File: src/rtl/mips32_pkg.sv
// Shared constants and types for the MIPS32 program loader slice.
// Holds the loader FSM encoding, sync marker and memory geometry.
package mips32_pkg;

  localparam int MEM_DEPTH = 1024;
  localparam int CNT_W = 16;
  localparam logic [7:0] SYNC_BYTE_DEF = 8'hA5;
  localparam logic [5:0] OP_HLT = 6'h3f;

  typedef enum logic [3:0] {
    ST_IDLE,
    ST_ADDR_H,
    ST_ADDR_L,
    ST_CNT_H,
    ST_CNT_L,
    ST_DATA,
    ST_CSUM,
    ST_DRAIN,
    ST_START
  } ld_state_e;

endpackage

File: src/rtl/mips32_prog_loader_word_assembler.sv
// Packs big-endian payload bytes into 32-bit words.
// word_valid_o fires combinationally with the fourth byte.
module prog_word_assembler (
  input  logic        clk1,
  input  logic        rst,
  input  logic        byte_valid_i,
  input  logic [7:0]  byte_i,
  output logic        word_valid_o,
  output logic [31:0] word_o
);

  logic [1:0]  cnt_q;
  logic [23:0] sh_q;

  assign word_valid_o = byte_valid_i && (cnt_q == 2'd3);
  assign word_o = {sh_q, byte_i};

  always_ff @(posedge clk1) begin
    if (rst) begin
      cnt_q <= 2'd0;
      sh_q <= 24'd0;
    end else if (byte_valid_i) begin
      cnt_q <= cnt_q + 2'd1;
      sh_q <= {sh_q[15:0], byte_i};
    end
  end

endmodule

File: src/rtl/mips32_prog_loader.sv
// Framed byte-stream loader for MIPS32 memory.
// Writes words, verifies XOR checksum, then releases the CPU.
module mips32_prog_loader
  import mips32_pkg::*;
#(
  parameter int ADDR_W = $clog2(MEM_DEPTH),
  parameter logic [7:0] SYNC_BYTE = SYNC_BYTE_DEF
) (
  input  logic              clk1,
  input  logic              rst,
  input  logic              in_valid,
  input  logic [7:0]        in_data,
  output logic              in_ready,
  output logic              mem_we,
  output logic [ADDR_W-1:0] mem_addr,
  output logic [31:0]       mem_wdata,
  output logic              cpu_hold,
  output logic              cpu_start,
  output logic              busy,
  output logic              err_chk,
  output logic              err_range,
  output logic [ADDR_W:0]   words_loaded
);

  localparam int SPAN_W = CNT_W + 1;
  localparam int DR_W = CNT_W + 2;
  localparam int WL_W = ADDR_W + 1;

  ld_state_e         state_q;
  logic [7:0]        addr_h_q;
  logic [ADDR_W-1:0] base_q;
  logic [7:0]        cnt_h_q;
  logic [CNT_W-1:0]  cnt_q;
  logic [7:0]        csum_q;
  logic [DR_W-1:0]   drain_q;
  logic              mem_we_q;
  logic [ADDR_W-1:0] mem_addr_q;
  logic [31:0]       mem_wdata_q;
  logic              cpu_hold_q;
  logic              cpu_start_q;
  logic              busy_q;
  logic              err_chk_q;
  logic              err_range_q;
  logic [WL_W-1:0]   words_loaded_q;

  logic              accept;
  logic              data_acc;
  logic              word_valid;
  logic [31:0]       word;
  logic [CNT_W-1:0]  cnt_w;
  logic [SPAN_W-1:0] span;
  logic              range_bad;
  logic              last_word;

  assign in_ready = (state_q != ST_START);
  assign accept = in_valid && in_ready;
  assign data_acc = accept && (state_q == ST_DATA);
  assign cnt_w = {cnt_h_q, in_data};
  // Wide sum so base+CNT == depth is legal and large CNT cannot wrap
  assign span = SPAN_W'(base_q) + SPAN_W'(cnt_w);
  assign range_bad = span > (SPAN_W'(1) << ADDR_W);
  assign last_word =
    (SPAN_W'(words_loaded_q) + SPAN_W'(1)) == SPAN_W'(cnt_q);

  prog_word_assembler u_asm (
    .clk1         (clk1),
    .rst          (rst),
    .byte_valid_i (data_acc),
    .byte_i       (in_data),
    .word_valid_o (word_valid),
    .word_o       (word)
  );

  always_ff @(posedge clk1) begin
    if (rst) begin
      state_q <= ST_IDLE;
      addr_h_q <= 8'd0;
      base_q <= '0;
      cnt_h_q <= 8'd0;
      cnt_q <= '0;
      csum_q <= 8'd0;
      drain_q <= '0;
      mem_we_q <= 1'b0;
      mem_addr_q <= '0;
      mem_wdata_q <= 32'd0;
      cpu_hold_q <= 1'b1;
      cpu_start_q <= 1'b0;
      busy_q <= 1'b0;
      err_chk_q <= 1'b0;
      err_range_q <= 1'b0;
      words_loaded_q <= '0;
    end else begin
      mem_we_q <= 1'b0;
      cpu_start_q <= 1'b0;
      if (word_valid) begin
        mem_we_q <= 1'b1;
        mem_addr_q <= base_q + words_loaded_q[ADDR_W-1:0];
        mem_wdata_q <= word;
        words_loaded_q <= words_loaded_q + WL_W'(1);
      end
      unique case (state_q)
        ST_IDLE: begin
          if (accept && in_data == SYNC_BYTE) begin
            state_q <= ST_ADDR_H;
            busy_q <= 1'b1;
            cpu_hold_q <= 1'b1;
            err_chk_q <= 1'b0;
            err_range_q <= 1'b0;
            words_loaded_q <= '0;
            csum_q <= 8'd0;
          end
        end
        ST_ADDR_H: begin
          if (accept) begin
            addr_h_q <= in_data;
            state_q <= ST_ADDR_L;
          end
        end
        ST_ADDR_L: begin
          if (accept) begin
            base_q <= ADDR_W'({addr_h_q, in_data});
            state_q <= ST_CNT_H;
          end
        end
        ST_CNT_H: begin
          if (accept) begin
            cnt_h_q <= in_data;
            state_q <= ST_CNT_L;
          end
        end
        ST_CNT_L: begin
          if (accept) begin
            cnt_q <= cnt_w;
            if (range_bad) begin
              err_range_q <= 1'b1;
              drain_q <= {cnt_w, 2'b00} + DR_W'(1);
              state_q <= ST_DRAIN;
            end else if (cnt_w == '0) begin
              state_q <= ST_CSUM;
            end else begin
              state_q <= ST_DATA;
            end
          end
        end
        ST_DATA: begin
          if (accept) begin
            csum_q <= csum_q ^ in_data;
            if (word_valid && last_word) begin
              state_q <= ST_CSUM;
            end
          end
        end
        ST_CSUM: begin
          if (accept) begin
            if (in_data == csum_q) begin
              cpu_start_q <= 1'b1;
              state_q <= ST_START;
            end else begin
              err_chk_q <= 1'b1;
              busy_q <= 1'b0;
              state_q <= ST_IDLE;
            end
          end
        end
        ST_DRAIN: begin
          if (accept) begin
            drain_q <= drain_q - DR_W'(1);
            if (drain_q == DR_W'(1)) begin
              busy_q <= 1'b0;
              state_q <= ST_IDLE;
            end
          end
        end
        ST_START: begin
          cpu_hold_q <= 1'b0;
          busy_q <= 1'b0;
          state_q <= ST_IDLE;
        end
        default: state_q <= ST_IDLE;
      endcase
    end
  end

  assign mem_we = mem_we_q;
  assign mem_addr = mem_addr_q;
  assign mem_wdata = mem_wdata_q;
  assign cpu_hold = cpu_hold_q;
  assign cpu_start = cpu_start_q;
  assign busy = busy_q;
  assign err_chk = err_chk_q;
  assign err_range = err_range_q;
  assign words_loaded = words_loaded_q;

endmodule

File: config.mk
export PLATFORM = sky130hd
export DESIGN_NAME = mips32_prog_loader
export DESIGN_NICKNAME = d
export VERILOG_FILES = /design/src/rtl/mips32_pkg.sv /design/src/rtl/mips32_prog_loader_word_assembler.sv /design/src/rtl/mips32_prog_loader.sv
export SDC_FILE = /design/constraint.sdc
export NUM_CORES = 1
export LEC_CHECK = 0
export BUFFER_PORTS_ARGS = -buffer_cell sky130_fd_sc_hd__buf_2
export CAP_MARGIN = 20
export CELL_PAD_IN_SITES_DETAIL_PLACEMENT = 1
export CELL_PAD_IN_SITES_GLOBAL_PLACEMENT = 2
export CORE_MARGIN = 4
export CORE_UTILIZATION = 25
export CTS_CLUSTER_SIZE = 14
export DETAILED_ROUTE_END_ITERATION = 10
export PLACE_DENSITY_LB_ADDON = 0.2
export SYNTH_ARGS = -nofsm -noshare
export SYNTH_HDL_FRONTEND = slang
export SYNTH_SLANG_ARGS = --single-unit
File: constraint.sdc
create_clock -name clk1 -period 3.25 [get_ports clk1]
set_clock_uncertainty 0.15 [all_clocks]
set_input_delay 0.1625 -clock clk1 [delete_from_list [all_inputs] [get_ports clk1]]
set_output_delay 0.1625 -clock clk1 [all_outputs]
set_load 0.01 [all_outputs]
=== Word-level counts from Yosys, hierarchy flattened ===
Index checks and enable logic that the tools add are counted.

* Register bits after elaboration: 151
* Input port bits: 11
* Output and inout bits: 60
* Word-level logic and storage cells: 120

* Add/subtract/negate cells: 7
* $lt $le $gt $ge: 1
* Equality and inequality tests: 26
* Muxes and demuxes: 40
* Bitwise logic cells: 3
* Reductions and logical operators: 25

{| class="wikitable"
|+ Operators with widths
! cell !! count
|-
| two-way mux 18 bit || 3
|-
| two-way mux 4 bit || 11
|-
| one-hot mux 18 bit (2 select lines) || 1
|-
| two-way mux 11 bit || 3
|-
| one-hot mux 4 bit (8 select lines) || 1
|-
| inequality test 2 bit, second input constant || 11
|-
| adder 18 x 1 -> 18 bit, second input constant || 1
|-
| equality test 18 x 1 -> 1 bit, second input constant || 1
|-
| subtractor 18 x 1 -> 18 bit, second input constant || 1
|-
| adder 10 x 16 -> 17 bit || 1
|-
| > comparator 17 x 11 -> 1 bit, second input constant || 1
|-
| equality test 12 x 16 -> 1 bit || 1
|-
| equality test 4 x 3 -> 1 bit, second input constant || 4
|-
| logical NOT 16 bit || 1
|-
| two-way mux 8 bit || 2
|-
| one-hot mux 8 bit (2 select lines) || 1
|-
| adder 11 x 1 -> 12 bit, second input constant || 1
|-
| two-way mux 1 bit || 12
|-
| AND reduction 4 bit || 3
|-
| adder 11 x 1 -> 11 bit, second input constant || 1
|-
| adder 10 bit || 1
|-
| AND reduction 10 bit || 1
|-
| AND reduction 2 bit || 5
|-
| nonzero test 2 bit || 5
|-
| 20 further kinds || 29
|}

=== Longest topological paths before layout ===
* Depth after elaboration: 8
* Gate-level depth with buffers: 12
* Mapped depth without buffers: 12

=== Cells and area by module ===
From an unflattened synthesis, not the netlist that was laid out.

* Cell total of the unflattened synthesis: 884
* Area total of the unflattened synthesis: 7,643.6 sq um

{| class="wikitable"
|+ By module, submodules not included
! module !! instances !! cells each !! area each (sq um) !! seq. area each (sq um)
|-
| mips32_prog_loader || 1 || 790 || 6,620.1 || 2,502.4
|-
| prog_word_assembler || 1 || 94 || 1,023.5 || 520.5
|}

=== Worst setup path before layout ===
OpenSTA, ideal clock, no wires.

* Kind: flip-flop to flip-flop
* From: reg base_q[0]
* To: reg drain_q[11]
* Setup time: 116 ps
* Arrival: 2,851 ps
* Data required time: 2,984 ps
* Path slack: 133 ps
* Cell stages (with the launch flop): 12
* Buffers on the path: 0
* Clock period less this slack: 3,117 ps
* Cells stage by stage: dfxtp_1 ha_1 fa_1 a21o_1 a221o_1 a31o_1 xor2_1 o32ai_1 and4b_1 a31oi_1 a311o_1 o211a_1

* Word-level cells in the longest chain between the ends: 4

{| class="wikitable"
|+ Ends and longest elaborated chain
! element !! line !! source
|-
| start: declaration || mips32_prog_loader.sv:31 || <nowiki>logic [ADDR_W-1:0] base_q;</nowiki>
|-
| start signal: assignment || mips32_prog_loader.sv:121 || <nowiki>base_q <= ADDR_W'({addr_h_q, in_data});</nowiki>
|-
| adder 10 x 16 -> 17 bit || mips32_prog_loader.sv:60 || <nowiki>assign span = SPAN_W'(base_q) + SPAN_W'(cnt_w);</nowiki>
|-
| > comparator 17 x 11 -> 1 bit || mips32_prog_loader.sv:61 || <nowiki>assign range_bad = span > (SPAN_W'(1) << ADDR_W);</nowiki>
|-
| inequality test 2 bit (no line) || - ||
|-
| AND reduction 4 bit (no line) || - ||
|-
| end signal: assignment || mips32_prog_loader.sv:136 || <nowiki>drain_q <= {cnt_w, 2'b00} + DR_W'(1);</nowiki>
|-
| end signal: assignment || mips32_prog_loader.sv:167 || <nowiki>drain_q <= drain_q - DR_W'(1);</nowiki>
|-
| end: declaration || mips32_prog_loader.sv:35 || <nowiki>logic [DR_W-1:0] drain_q;</nowiki>
|}

No other way between the ends.
A chain may end at the register's enable or synchronous reset.

=== Final worst setup path ===
* From: reg base_q[0]
* To: reg drain_q[12]

Same word-level chain as after synthesis.

==> run_results.csv <==
group,metric,value,unit
outcome,status,"complete, no violations",
grt,antenna_found_initial,0,
grt,grt-ovfl-total,0,
clocking,clockBufferDepth,2,
synthesis,async_reset_ff_frac,0,
placed_design,io_buffers,70,
clocking,cts_max_level,4,
clocking,cts_root_buffer,"clkbuf_16",
clocking,insertion_delay,440,ps
finish,layout_common_cells,"202 x nand2_1, 150 x dfxtp_1, 118 x a21oi_1",
timing,finalSetupTns,0,ps
min_path,hold_path.startpoint,"in_data[3]",
finish,final_common_cell,"nand2_1",
critical_path,crit_path_end_kind,"register",
finish,area_growth,23.60,%
critical_path,path_buf_inv,3,
synthesis,synth_area_per_cell,7.858,um^2
finish,fin_area,9042,um^2
floorplan,die_w,179.1,um
run,cap_violations,0,
routing,wl_per_cell,18.24,um
floorplan,pin_count,71,
critical_path,path_class,"reg -> reg",
synthesis,syn_inst,931,
critical_path,reg2reg_to,"drain_q[12]",
power_and_ir_drop,powerDensity,441.8,nW/um^2
routing,vias,6757,
placed_design,place.gp.congestion,0.7741,
timing,relSlewSlack,0.4419,
grt,grt_pass1_wl,40790,um
floorplan,start_util,0.2542,
critical_path,cpPeakStageDelay,360,ps
critical_path,reg2reg_from,"base_q[0]",
critical_path,cpMaxStageDelayCell,"a221o_1",
critical_path,cpMostUsedCell,"buf_4",
critical_path,worst_setup_path_start_kind,"register",
synthesis,synth_enable_flop_cells,0,
routing,drtAntennaViolNets,0,
placed_design,placed_area,8309,um^2
grt,grt_max_degree,54,
min_path,holdPathStages,4,
timing,rsz0062_at_grt,"yes",
power_and_ir_drop,power_leakage,3.518,nW
routing,drc,0,
synthesis,synth_area_leaders,"dfxtp_1 41%, nand2_1 10%, a21oi_1 8.1%",
clocking,cts_buffers,17,
timing,finalHoldViolations,0,
floorplan,row_count,62,
timing,worst_pin_slew,832.7,ps
critical_path,rrSetupSlack,40,ps
placed_design,hpwl,17930,um
timing,slew_violations,0,
synthesis,ys_ff_latch,151,
min_path,min_path_type,"in -> reg",
floorplan,die_h,179.1,um
power_and_ir_drop,total_power,3.995,mW
critical_path,required,3410,ps
timing,fmax,0.3113,GHz
clocking,cts_sinks,151,
synthesis,synth_flop_cell,"dfxtp_1",
critical_path,crit_chain,"ha_4 -> fa_2 -> a21o_1 -> a221o_1 -> buf_4 -> a211oi_2 -> o2111ai_1 -> o41ai_2 -> buf_4 -> and3_4 -> a21o_4 -> clkbuf_16 -> o22ai_2",
grt,grt_use_total,0.1652,
synthesis,netlist_area,7316,um^2
power_and_ir_drop,ir_worst_vdd,0.0003343,V
clocking,cts_tree,"yes",
finish,finalNetCount,1052,
routing,drt_first_iter_violations,327,
synthesis,synth-warning-count,0,
synthesis,yosysTopAreaCell,"dfxtp_1",
routing,vias_per_cell,4.782,
clocking,path_clk_slew,70,ps
synthesis,synth_top_area_share,0.4132,
finish,drive_gt1_frac,0.1759,
floorplan,core-area,28780,um^2
critical_path,crit_start,"base_q[0]",
timing,setup_viol_count_final,0,
synthesis,ys_seq_area_frac,0.4132,
critical_path,ff2ff_path_depth,13,
finish,antennaDiodeCount,0,
timing,fin_crit,3212,ps
critical_path,arrival,3380,ps
min_path,holdPathEnd,"mem_wdata[3]",
finish,utilization,0.3142,
timing,fin_crit_sh,0.9884,
critical_path,critPathMaxFanout,5,
floorplan,dieArea,32060,um^2
routing,drt_pre_antenna_iters,4,
grt,grt_pass1_vias,7008,
critical_path,worst_path_dominant_cell_family,"compound AO/OA/AOI/OAI gates",
synthesis,synthDistinctLibCells,68,
synthesis,syn_nets,967,
routing,drt_wl_total,25770,um
cells in the mapped netlist, drive strengths merged (3+ instances only):
| cell type | n |
|---|---|
| a211oi | 4 |
| a21boi | 3 |
| a21o | 7 |
| a21oi | 119 |
| a22oi | 4 |
| a31oi | 5 |
| and2 | 4 |
| and3 | 10 |
| buf | 6 |
| clkbuf | 54 |
| dfxtp | 151 |
| ha | 23 |
| inv | 11 |
| mux2i | 24 |
| nand2 | 203 |
| nand2b | 6 |
| nand3 | 17 |
| nand4 | 6 |
| nor2 | 75 |
| nor2b | 8 |
| nor3 | 27 |
| nor3b | 3 |
| nor4 | 7 |
| o21ai | 39 |
| o22ai | 14 |
| o31ai | 3 |
| o41ai | 3 |
| or2 | 5 |
| or3 | 11 |
| or4 | 4 |
| xnor2 | 22 |
| xor2 | 16 |
how the worst max path moves through the flow:
stage	to	slack (ps)	cells past startpoint
6_report	drain_q[12]	40	13
5_1_grt	drain_q[12]	-70	13
4_1_cts	drain_q[5]	2	11
3_5_place_dp	drain_q[3]	-260	12
3_3_place_gp	drain_q[3]	-240	12
2_1_floorplan	drain_q[11]	130	11
metrics by stage:
| step | setup slack, ps | cells | hold WS, ps |
|---|---|---|---|
| 5_1_grt | -68.98 | 1413 | 72.02 |
| 4_1_cts | 2.478 | 1408 | 43.63 |
| 6_report | 37.65 | 1413 | 68.34 |
| 3_5_place_dp | -258.7 | 1375 | 293.5 |
| 3_3_place_gp | -244.8 | 1375 | 291.2 |
| 2_1_floorplan | 132.5 | 931 | 201.9 |
sequential cells by signal, summed over array words and instances (netlist names):
register      count
addr_h_q          2
base_q           10
busy              1
cnt_h_q           8
cnt_q            16
cpu_hold          1
cpu_start         1
csum_q            8
drain_q          18
err_chk           1
err_range         1
mem_addr         10
mem_wdata        32
mem_we            1
state_q           4
u_asm.cnt_q       2
u_asm.sh_q       24
words_loaded     11
area by class of cell:
class / count / area (um^2)
Clock inverter: 14 / 117.6
Fill cell: 3464 / 19740
Timing Repair Buffer: 126 / 818.3
Inverter: 11 / 41.29
Clock buffer: 18 / 429.2
Sequential cell: 151 / 3024
Tap cell: 384 / 480.5
Multi-Input combinational cell: 709 / 4131
worst register-to-register path: cells and delay by family, from the launching register on:
family,cells,cell delay (ps)
AO/OA/AOI/OAI,7,1390
buffers and inverters,3,470
AND/OR/NAND/NOR,1,240
adder cells (fa/ha/maj),2,510
flip-flops,1,340
logic make-up after synthesis:
family	count (synthesis)	synth area share
AOI/OAI and AO/OA	226	0.1825
buffers and inverters	71	0.03728
xor gates and xnor gates	38	0.04549
and+or+nand+nor	396	0.2439
muxes	24	0.03284
adders and majority gates	25	0.04481
DFF	151	0.4132
layer usage:
metal	vias to the layer above	share of wire	global-route usage
met5	-	0	0
met4	0	0.0066	0.03454
met3	6	0.024	0.03163
met2	63	0.48	0.2752
met1	3292	0.49	0.2230
li1	3396	-	-
report_power, final:
| group | total [mW] | internal, mW | switching, mW |
|---|---|---|---|
| Sequential | 1.87 | 1.86 | 0.00637 |
| Clock | 1.91 | 0.996 | 0.915 |
| Combinational | 0.218 | 0.0694 | 0.149 |
timing repair:
item	4_1_cts	5_1_grt
buffers inserted	0	4
resized for setup	7	14
gates cloned	0	1
pin swaps	5	4
setup endpoints to repair	19	20
hold buffers	1	0
hold endpoints to repair	6	0
Note: power is estimated with default switching activity, not from simulation.
